<file path="src/rtl/sipo_drain.sv">
// sipo_drain: AXI4-Lite master that switches the sipo capture block on,
// polls its STATUS register, reads every captured word out of DATA and
// hands each word to a valid/ready stream. Switches capture off again on
// stop or once MAX_WORDS words have been delivered.
// All outputs come straight from registers; the FSM is a state register
// plus a combinational next-state/next-output process.

`ifndef AXI4_ADDR_BITS
`define AXI4_ADDR_BITS 32
`endif
`ifndef AXI4_DATA_BITS
`define AXI4_DATA_BITS 32
`endif
`ifndef AXI4_STRB_BITS
`define AXI4_STRB_BITS 4
`endif
`ifndef AXI4_PROT_BITS
`define AXI4_PROT_BITS 3
`endif
`ifndef AXI4_RESP_BITS
`define AXI4_RESP_BITS 2
`endif
`ifndef MMIO_BASE_ADDR
`define MMIO_BASE_ADDR 32'h4000_0000
`endif

module sipo_drain #(
    parameter logic [`AXI4_ADDR_BITS-1:0] BASE_ADDR = `MMIO_BASE_ADDR,
    parameter logic [`AXI4_DATA_BITS-1:0] CTRL_ON   = 32'h0000_0003,
    parameter logic [`AXI4_DATA_BITS-1:0] CTRL_OFF  = 32'h0000_0002,
    parameter int unsigned                POLL_GAP  = 4,
    parameter logic [31:0]                MAX_WORDS = 32'd0
) (
    input  logic                         s_axi4lite_clk,
    input  logic                         s_axi4lite_rstn,
    input  logic                         start,
    input  logic                         stop,
    output logic                         m_axi4lite_aw_valid,
    input  logic                         m_axi4lite_aw_ready,
    output logic [`AXI4_ADDR_BITS-1:0]   m_axi4lite_aw_addr,
    output logic [`AXI4_PROT_BITS-1:0]   m_axi4lite_aw_prot,
    output logic                         m_axi4lite_w_valid,
    input  logic                         m_axi4lite_w_ready,
    output logic [`AXI4_DATA_BITS-1:0]   m_axi4lite_w_data,
    output logic [`AXI4_STRB_BITS-1:0]   m_axi4lite_w_strb,
    input  logic                         m_axi4lite_b_valid,
    output logic                         m_axi4lite_b_ready,
    input  logic [`AXI4_RESP_BITS-1:0]   m_axi4lite_b_resp,
    output logic                         m_axi4lite_ar_valid,
    input  logic                         m_axi4lite_ar_ready,
    output logic [`AXI4_ADDR_BITS-1:0]   m_axi4lite_ar_addr,
    output logic [`AXI4_PROT_BITS-1:0]   m_axi4lite_ar_prot,
    input  logic                         m_axi4lite_r_valid,
    output logic                         m_axi4lite_r_ready,
    input  logic [`AXI4_DATA_BITS-1:0]   m_axi4lite_r_data,
    input  logic [`AXI4_RESP_BITS-1:0]   m_axi4lite_r_resp,
    output logic                         out_valid,
    input  logic                         out_ready,
    output logic [`AXI4_DATA_BITS-1:0]   out_data,
    output logic                         busy,
    output logic [31:0]                  word_count,
    output logic                         err
);

    localparam int AW = `AXI4_ADDR_BITS;
    localparam int DW = `AXI4_DATA_BITS;
    localparam int RW = `AXI4_RESP_BITS;

    localparam logic [AW-1:0] ADDR_DATA   = BASE_ADDR;
    localparam logic [AW-1:0] ADDR_STATUS = BASE_ADDR + AW'(4'h8);
    localparam logic [AW-1:0] ADDR_CTRL   = BASE_ADDR + AW'(4'hC);
    localparam logic [RW-1:0] RESP_OKAY   = {RW{1'b0}};
    // GAP runs POLL_GAP cycles: counter values 0 .. POLL_GAP-1
    localparam logic [15:0]   GAP_LAST    = 16'(POLL_GAP - 1);

    typedef enum logic [3:0] {
        ST_IDLE    = 4'd0,
        ST_CFG_ON  = 4'd1,
        ST_POLL_AR = 4'd2,
        ST_POLL_R  = 4'd3,
        ST_GAP     = 4'd4,
        ST_DATA_AR = 4'd5,
        ST_DATA_R  = 4'd6,
        ST_OUT     = 4'd7,
        ST_CFG_OFF = 4'd8
    } state_t;

    state_t          state_r,      state_s;
    logic [15:0]     gap_cnt_r,    gap_cnt_s;
    logic            aw_valid_r,   aw_valid_s;
    logic            w_valid_r,    w_valid_s;
    logic [AW-1:0]   aw_addr_r,    aw_addr_s;
    logic [DW-1:0]   w_data_r,     w_data_s;
    logic            b_ready_r,    b_ready_s;
    logic            ar_valid_r,   ar_valid_s;
    logic [AW-1:0]   ar_addr_r,    ar_addr_s;
    logic            r_ready_r,    r_ready_s;
    logic            out_valid_r,  out_valid_s;
    logic [DW-1:0]   out_data_r,   out_data_s;
    logic [31:0]     word_count_r, word_count_s;
    logic            err_r,        err_s;
    logic            busy_r,       busy_s;
    logic [31:0]     count_inc_s;
    logic            limit_hit_s;

    // Next-state and next-output logic; every register holds unless changed
    always_comb begin
        state_s      = state_r;
        gap_cnt_s    = gap_cnt_r;
        // each valid falls on its own handshake, independent of the others
        aw_valid_s   = aw_valid_r & ~m_axi4lite_aw_ready;
        w_valid_s    = w_valid_r  & ~m_axi4lite_w_ready;
        ar_valid_s   = ar_valid_r & ~m_axi4lite_ar_ready;
        aw_addr_s    = aw_addr_r;
        w_data_s     = w_data_r;
        b_ready_s    = b_ready_r;
        ar_addr_s    = ar_addr_r;
        r_ready_s    = r_ready_r;
        out_valid_s  = out_valid_r;
        out_data_s   = out_data_r;
        word_count_s = word_count_r;
        err_s        = err_r;
        count_inc_s  = word_count_r + 32'd1;
        limit_hit_s  = (MAX_WORDS != 32'd0) && (count_inc_s == MAX_WORDS);

        case (state_r)
            ST_IDLE: begin
                if (start && !stop) begin
                    err_s        = 1'b0;
                    word_count_s = 32'd0;
                    state_s      = ST_CFG_ON;
                    aw_valid_s   = 1'b1;
                    w_valid_s    = 1'b1;
                    aw_addr_s    = ADDR_CTRL;
                    w_data_s     = CTRL_ON;
                    b_ready_s    = 1'b1;
                end else begin
                    state_s = ST_IDLE;
                end
            end

            ST_CFG_ON, ST_CFG_OFF: begin
                if (b_ready_r && m_axi4lite_b_valid) begin
                    b_ready_s  = 1'b0;
                    aw_valid_s = 1'b0;
                    w_valid_s  = 1'b0;
                    if (m_axi4lite_b_resp != RESP_OKAY) begin
                        err_s   = 1'b1;
                        state_s = ST_IDLE;
                    end else if (state_r == ST_CFG_ON) begin
                        state_s    = ST_POLL_AR;
                        ar_valid_s = 1'b1;
                        ar_addr_s  = ADDR_STATUS;
                    end else begin
                        state_s = ST_IDLE;
                    end
                end else begin
                    state_s = state_r;
                end
            end

            ST_POLL_AR, ST_DATA_AR: begin
                if (ar_valid_r && m_axi4lite_ar_ready) begin
                    r_ready_s = 1'b1;
                    state_s   = (state_r == ST_POLL_AR) ? ST_POLL_R : ST_DATA_R;
                end else begin
                    state_s = state_r;
                end
            end

            ST_POLL_R: begin
                if (r_ready_r && m_axi4lite_r_valid) begin
                    r_ready_s = 1'b0;
                    if (m_axi4lite_r_resp != RESP_OKAY) begin
                        err_s   = 1'b1;
                        state_s = ST_IDLE;
                    end else if (m_axi4lite_r_data[0]) begin
                        state_s    = ST_DATA_AR;
                        ar_valid_s = 1'b1;
                        ar_addr_s  = ADDR_DATA;
                    end else if (stop) begin
                        state_s    = ST_CFG_OFF;
                        aw_valid_s = 1'b1;
                        w_valid_s  = 1'b1;
                        aw_addr_s  = ADDR_CTRL;
                        w_data_s   = CTRL_OFF;
                        b_ready_s  = 1'b1;
                    end else begin
                        state_s   = ST_GAP;
                        gap_cnt_s = 16'd0;
                    end
                end else begin
                    state_s = ST_POLL_R;
                end
            end

            ST_GAP: begin
                if (stop) begin
                    state_s    = ST_CFG_OFF;
                    aw_valid_s = 1'b1;
                    w_valid_s  = 1'b1;
                    aw_addr_s  = ADDR_CTRL;
                    w_data_s   = CTRL_OFF;
                    b_ready_s  = 1'b1;
                end else if (gap_cnt_r == GAP_LAST) begin
                    state_s    = ST_POLL_AR;
                    ar_valid_s = 1'b1;
                    ar_addr_s  = ADDR_STATUS;
                end else begin
                    gap_cnt_s = gap_cnt_r + 16'd1;
                end
            end

            ST_DATA_R: begin
                if (r_ready_r && m_axi4lite_r_valid) begin
                    r_ready_s = 1'b0;
                    if (m_axi4lite_r_resp != RESP_OKAY) begin
                        // the word is discarded and capture is left as is
                        err_s   = 1'b1;
                        state_s = ST_IDLE;
                    end else begin
                        out_data_s  = m_axi4lite_r_data;
                        out_valid_s = 1'b1;
                        state_s     = ST_OUT;
                    end
                end else begin
                    state_s = ST_DATA_R;
                end
            end

            ST_OUT: begin
                if (out_valid_r && out_ready) begin
                    out_valid_s  = 1'b0;
                    word_count_s = count_inc_s;
                    if (stop || limit_hit_s) begin
                        state_s    = ST_CFG_OFF;
                        aw_valid_s = 1'b1;
                        w_valid_s  = 1'b1;
                        aw_addr_s  = ADDR_CTRL;
                        w_data_s   = CTRL_OFF;
                        b_ready_s  = 1'b1;
                    end else begin
                        state_s    = ST_POLL_AR;
                        ar_valid_s = 1'b1;
                        ar_addr_s  = ADDR_STATUS;
                    end
                end else begin
                    state_s = ST_OUT;
                end
            end

            default: begin
                state_s     = ST_IDLE;
                aw_valid_s  = 1'b0;
                w_valid_s   = 1'b0;
                ar_valid_s  = 1'b0;
                b_ready_s   = 1'b0;
                r_ready_s   = 1'b0;
                out_valid_s = 1'b0;
            end
        endcase

        busy_s = (state_s != ST_IDLE);
    end

    // State and output registers with synchronous active-low reset
    always_ff @(posedge s_axi4lite_clk) begin
        if (!s_axi4lite_rstn) begin
            state_r      <= ST_IDLE;
            gap_cnt_r    <= 16'd0;
            aw_valid_r   <= 1'b0;
            w_valid_r    <= 1'b0;
            aw_addr_r    <= {AW{1'b0}};
            w_data_r     <= {DW{1'b0}};
            b_ready_r    <= 1'b0;
            ar_valid_r   <= 1'b0;
            ar_addr_r    <= {AW{1'b0}};
            r_ready_r    <= 1'b0;
            out_valid_r  <= 1'b0;
            out_data_r   <= {DW{1'b0}};
            word_count_r <= 32'd0;
            err_r        <= 1'b0;
            busy_r       <= 1'b0;
        end else begin
            state_r      <= state_s;
            gap_cnt_r    <= gap_cnt_s;
            aw_valid_r   <= aw_valid_s;
            w_valid_r    <= w_valid_s;
            aw_addr_r    <= aw_addr_s;
            w_data_r     <= w_data_s;
            b_ready_r    <= b_ready_s;
            ar_valid_r   <= ar_valid_s;
            ar_addr_r    <= ar_addr_s;
            r_ready_r    <= r_ready_s;
            out_valid_r  <= out_valid_s;
            out_data_r   <= out_data_s;
            word_count_r <= word_count_s;
            err_r        <= err_s;
            busy_r       <= busy_s;
        end
    end

    assign m_axi4lite_aw_valid = aw_valid_r;
    assign m_axi4lite_aw_addr  = aw_addr_r;
    assign m_axi4lite_aw_prot  = {`AXI4_PROT_BITS{1'b0}};
    assign m_axi4lite_w_valid  = w_valid_r;
    assign m_axi4lite_w_data   = w_data_r;
    assign m_axi4lite_w_strb   = {`AXI4_STRB_BITS{1'b1}};
    assign m_axi4lite_b_ready  = b_ready_r;
    assign m_axi4lite_ar_valid = ar_valid_r;
    assign m_axi4lite_ar_addr  = ar_addr_r;
    assign m_axi4lite_ar_prot  = {`AXI4_PROT_BITS{1'b0}};
    assign m_axi4lite_r_ready  = r_ready_r;
    assign out_valid           = out_valid_r;
    assign out_data            = out_data_r;
    assign word_count          = word_count_r;
    assign err                 = err_r;
    assign busy                = busy_r;

endmodule

</file>
<file path="config.mk">
export PLATFORM = sky130hd
export DESIGN_NAME = sipo_drain
export DESIGN_NICKNAME = d
export VERILOG_FILES = /design/src/rtl/sipo_drain.sv
export SDC_FILE = /design/constraint.sdc
export NUM_CORES = 1
export LEC_CHECK = 0
export BUFFER_PORTS_ARGS = -buffer_cell sky130_fd_sc_hd__clkbuf_2
export CAP_MARGIN = 20
export CELL_PAD_IN_SITES_DETAIL_PLACEMENT = 1
export CELL_PAD_IN_SITES_GLOBAL_PLACEMENT = 2
export CORE_UTILIZATION = 28
export DETAILED_ROUTE_END_ITERATION = 10
export PLACE_DENSITY = 0.86
export SLEW_MARGIN = 0
export SYNTH_ARGS = -nofsm -noshare
export SYNTH_HDL_FRONTEND = slang
export SYNTH_SLANG_ARGS = --single-unit
export TNS_END_PERCENT = 50
</file>
<file path="constraint.sdc">
create_clock -name s_axi4lite_clk -period 3.3 [get_ports s_axi4lite_clk]
set_input_delay 0.165 -clock s_axi4lite_clk [delete_from_list [all_inputs] [get_ports s_axi4lite_clk]]
set_output_delay 0.165 -clock s_axi4lite_clk [all_outputs]
set_load 0.01 [all_outputs]
</file>
# Word-level counts from Yosys, hierarchy flattened
# Index checks and enable logic that the tools add are counted.
# word_totals
register_bits	188
inputBits	46
output_inout_bits	178
elab_cells	187
# op_classes
addsub	2
eq_ne	29
n_mux	100
bitwise_logic	10
n_reduce_logical	31
# ops
cell	n
32-bit two-way mux	24
32-bit case mux with 4 select lines	3
16-bit two-way mux	6
32-bit case mux with 2 select lines	1
4-bit two-way mux	11
1-bit two-way mux	42
2-bit inequality test (second input constant)	18
32-bit by 1-bit adder with 32-bit output (second input constant)	1
16-bit case mux with 2 select lines	1
4-bit case mux with 7 select lines	1
1-bit case mux with 6 select lines	3
16-bit by 1-bit adder with 16-bit output (second input constant)	1
16-bit by 2-bit == test with 1-bit output (second input constant)	1
4-bit by 3-bit == test with 1-bit output (second input constant)	4
7-bit AND reduction	2
6-bit AND reduction	2
4-bit nonzero test	3
11-bit AND reduction	1
1-bit case mux with 3 select lines	3
3-bit AND reduction	3
4-bit by 2-bit == test with 1-bit output (second input constant)	2
2-bit nonzero test	4
1-bit inverter	7
7-bit OR reduction	1
16 further kinds	27

# Depth between registers and ports, before layout
# depth
ltp_word	7
mapped_depth	8

# Worst setup path after synthesis
# OpenSTA, ideal clock, no wires.
# synth_path
path_type	register to register
start	register state_r[1]
end	register gap_cnt_r[10]
arrival_time_ns	2.173
path_slack_ns	1.055
path_stages_with_launch	7
path_buffers	1
cell_sequence	dfxtp_1 buf_6 or4b_4 or4b_1 o32a_2 or3_1 a21oi_1
# synth_via
elab_chain_cells	3
# synth_lines
element	line	rtl
from (decl)	88	state_t state_r, state_s;
from (signal assigned)	285	state_r <= state_s;
4-bit by 3-bit == test with 1-bit output or 4-bit by 2-bit == test with 1-bit output (tied branches)	126	case (state_r)
2-bit inequality test (no source line) or 2-bit nonzero test (tied branches)	n/a	
7-bit AND reduction (no source line)	n/a	
to (signal assigned)	286	gap_cnt_r <= gap_cnt_s;
to (decl)	89	logic [15:0] gap_cnt_r, gap_cnt_s;
# Several ways; a longest one is shown, not always the timed one.
# A chain may end at the register's enable or synchronous reset.

# Worst setup path after layout
# layout_path
start	register state_r[2]
end	register gap_cnt_r[5]
# The elaborated chain is that of the path after synthesis.

==> summary.md <==
| Metric | Value |
|---|---|
| Worst path most repeated cell | a21oi_1 |
| Total of hold buffers inserted after clock tree synthesis | 0 |
| Post-synthesis cell count | 693 |
| Switching power | 0.586 mW |
| Total number of vias | 5,070 |
| Global-route wire length before repair | between 20,000 and 25,000 microns |
| Tcrit/Tclk final | 0.815 |
| Ranking of synthesized cells by area | dfxtp_1 36%, buf_4 14%, a21oi_1 8.0% |
| Post-synth EDFFs | 0 |
| Final Setup Violations | 0 |
| Critical Path AT | 2960 ps |
| Proportion of power drawn by combinational gates | 0.067 |
| Total overflow reported by the global router | 0 |
| Part of the power in registers | 0.478 |
| Largest buffer count on any clock path | 2 |
| Number of global-route vias before repair | between 4,000 and 5,000 |
| Post-CTS Repair Setup Buffers | 0 |
| Initial antenna violation count | 0 |
| Worst setup path class | flop to flop |
| Met2 WL | about 7100 microns |
| Resized Gates After CTS | 0 |
| Relative area change from synthesis to final layout | 15.0% |
| Number of antenna-violating nets in the routed design | 0 |
| Die height | about 140 microns |
| Count of buffering cells on the critical path with inverters included | 0 |
| Clock latency on the worst-skew pair | 350 ps |
| Largest stage delay, worst path | 680 ps |
| Transition at the pin with the smallest max-transition slack | approximately 720 ps |
| Number of detailed-routing iterations run before antenna repair | 4 |
| Rel. slew slack | 0.514 |
| Synthesized area per cell | 7.81 sq um |
| Top achievable clock speed | between 300 and 400 MHz |
| Antenna diode instance count | 0 |
| Post-Route Skew | ~10 ps |
| Die width | 141 microns |
| Final Hold Violating Endpoints | 0 |
| CTS HTree Levels | 3 |
| Share of async-settable or async-resettable flops after synthesis | 0 |
| WL met1 | 7230 microns |
| IR Drop Worst-Case VDD | around 220 uV |
| DRT iter0 DRCs | approximately 210 |
| Via-per-instance ratio | 4.76 |
| Cts bufs inserted | 9 |
| Power per cell area | 394 nW/um^2 |
| Number of design rule violations left after detail routing | 0 |
| Largest net degree at the start of global routing | between 40 and 50 |
| Leakage power figure | ~2.4 nW |
| Required time of the critical path | 3570 ps |
| Fillers | roughly 2,400 |
| Top delay family on crit path | simple AND/OR/NAND/NOR gates |
| Detail Placement HPWL | 11,200 microns |
| Nature of the critical path endpoint | flop |
| Wire per inst | 14.3 microns |
| Int Power | 1.87 mW |
| Reported max-cap violation count | 0 |
| CP cell instances | nand2b_1, nor3_1, a21oi_1, or4_1, a21oi_1 |
| Share of Yosys cell area claimed by the top area cell type | 0.355 |
| Port Buf Inserts | 124 |
| Top FF cell, synth | dfxtp_1 |
| Clock slew at reported path FFs | ~70 ps |
| Net Sw Frac | 0.239 |
| Most used standard cell by instance count after synthesis | buf_4 |
| Count of boundary I/O pins | 224 |
| Portion of the post-synthesis area used by sequential elements | 0.355 |
| Highest layer used for signal routing | met4 |
| Rows | 50 |
| Post-Route Utilization | 0.330 |
| Final GP Congestion | slightly above 0.8 |
| Minimum clock period after layout | 2690 ps |
| Max-slew violation count | 0 |
| Cell at the root of the clock tree | clkbuf_16 |
| Run status | completed |
| Layout cells sized above 1 | 0.201 |
| Cell area after synthesis | 5410 sq um |
| TritonCTS clock tree | done |
| Aggregate routed wire length | 15,300 microns |
| Cell variety after synth | 58 |
| Sinks on the clock net | 96 |
| Total length of routed met3 wires | between 700 and 800 microns |
| Setup repair after global routing missed its margin | no |
| Die area | a little under 20,000 sq um |
| Cell type with the largest total area after synthesis | dfxtp_1 |
| Total Negative Setup Slacks | 0 ps |
| Synth Register Bits | 96 |
| Initial core utilization | 0.287 |
| Synth top cells by count | 102 x buf_4, 96 x dfxtp_1, 92 x nand2_1, 87 x a21oi_1, 37 x nor2_1 |
| Share of power burned in the clock network | 0.456 |
| Total global routing track utilization | 0.152 |
| Core Footprint | 18,800 sq um |
| Slowest stage cell on the critical path | dfxtp_1 |
| Worst min-delay path category | primary input to flop |
| Largest fanout of any net on the critical path | 17 |
| Post-layout nets | 850 |
| Yosys warning count | 0 |
| CP Launch Type | flop |
==> registers in the layout (all words and copies together), names as in the netlist <==
| register | cells |
|---|---|
| m_axi4lite_ar_valid | 1 |
| word_count | 32 |
| err | 1 |
| m_axi4lite_b_ready | 1 |
| m_axi4lite_ar_addr | 2 |
| m_axi4lite_aw_addr | 1 |
| m_axi4lite_r_ready | 1 |
| gap_cnt_r | 16 |
| out_valid | 1 |
| m_axi4lite_w_valid | 1 |
| state_r | 4 |
| m_axi4lite_w_data | 1 |
| out_data | 32 |
| m_axi4lite_aw_valid | 1 |
| busy | 1 |
==> path summary, 6_finish.rpt <==
path | from | endpoint | slack (ps) | cells past startpoint
hold / removal | m_axi4lite_r_data[21] | out_data[21]$_SDFFE_PN0P_ | 30 | 3
setup / recovery | state_r[2]$_SDFF_PN0_ | gap_cnt_r[5]$_SDFFE_PN0P_ | 610 | 5
setup reg to reg | state_r[2]$_SDFF_PN0_ | gap_cnt_r[5]$_SDFFE_PN0P_ | 610 | 5
hold reg to reg | out_data[8]$_SDFFE_PN0P_ | out_data[8]$_SDFFE_PN0P_ | 450 | 2
==> routing by layer <==
| layer | vias to the layer above | global-route usage |
|---|---|---|
| met5 | - | 0 |
| met4 | 0 | 0.0463 |
| met3 | 14 | 0.0238 |
| met2 | 154 | 0.251 |
| met1 | 2436 | 0.203 |
| li1 | 2466 | - |
==> cell families (layout without fill, tap and decap cells) <==
kind of cell	Yosys count	after routing	share of synthesized area
simple gates	266	266	0.262
compound gates	160	160	0.173
buf+inv	151	167	0.177
flops	96	96	0.355
xor+xnor	15	15	0.0243
fa+ha+maj	2	2	0.00463
other cells	2	99	0.00139
mux	1	1	0.00208
==> worst reg2reg max path: cells and delay by family (launching register included) <==
family	cells	cell delay, ps
simple gates	3	1420
flops	1	680
compound gates	2	530
==> placed cells by master (no fill, tap or decap), types with 16 or more instances in the layout <==
| cell type | n |
|---|---|
| a21oi_1 | 87 |
| clkbuf_2 | 124 |
| conb_1 | 99 |
| dfxtp_1 | 96 |
| inv_1 | 16 |
| nand2_1 | 92 |
| nand3_1 | 19 |
| nor2_1 | 37 |
| o21ai_0 | 29 |
| or3_1 | 19 |
==> layout make-up <==
type                            count  area [sq um]  share of cell area
Clock buffer                       11           233              0.0374
Clock inverter                      4          70.1              0.0113
Inverter                           16          60.1             0.00966
Multi-Input combinational cell    543          2900               0.466
Sequential cell                    96          1920               0.309
Tap cell                          260           325              0.0523
Timing Repair Buffer              136           711               0.114
==> power groups by stage <==
stage | registers (mW) | clock network, mW | logic, mW
global placement | 1.20 | 0 | 0.162
finish | 1.17 | 1.12 | 0.164
global route | 1.17 | 1.21 | 0.181
detailed placement | 1.20 | 0 | 0.162
CTS | 1.17 | 1.16 | 0.163
floorplan | 1.20 | 0 | 0.190
==> through the flow <==
stage          hold slack (ps)  power [mW]  instances  worst slack [ps]  area, sq um
6_report                  29.9        2.45       1066               611         6220
5_1_grt                   28.6        2.57       1066               292         6220
4_1_cts                   14.5        2.49       1066               624         6220
3_3_place_gp               392        1.36       1051               755         5920
2_1_floorplan              279        1.39        790              1050         5770
3_5_place_dp               396        1.36       1051               669         5920
No activity file was read; power rests on OpenSTA's default activity.
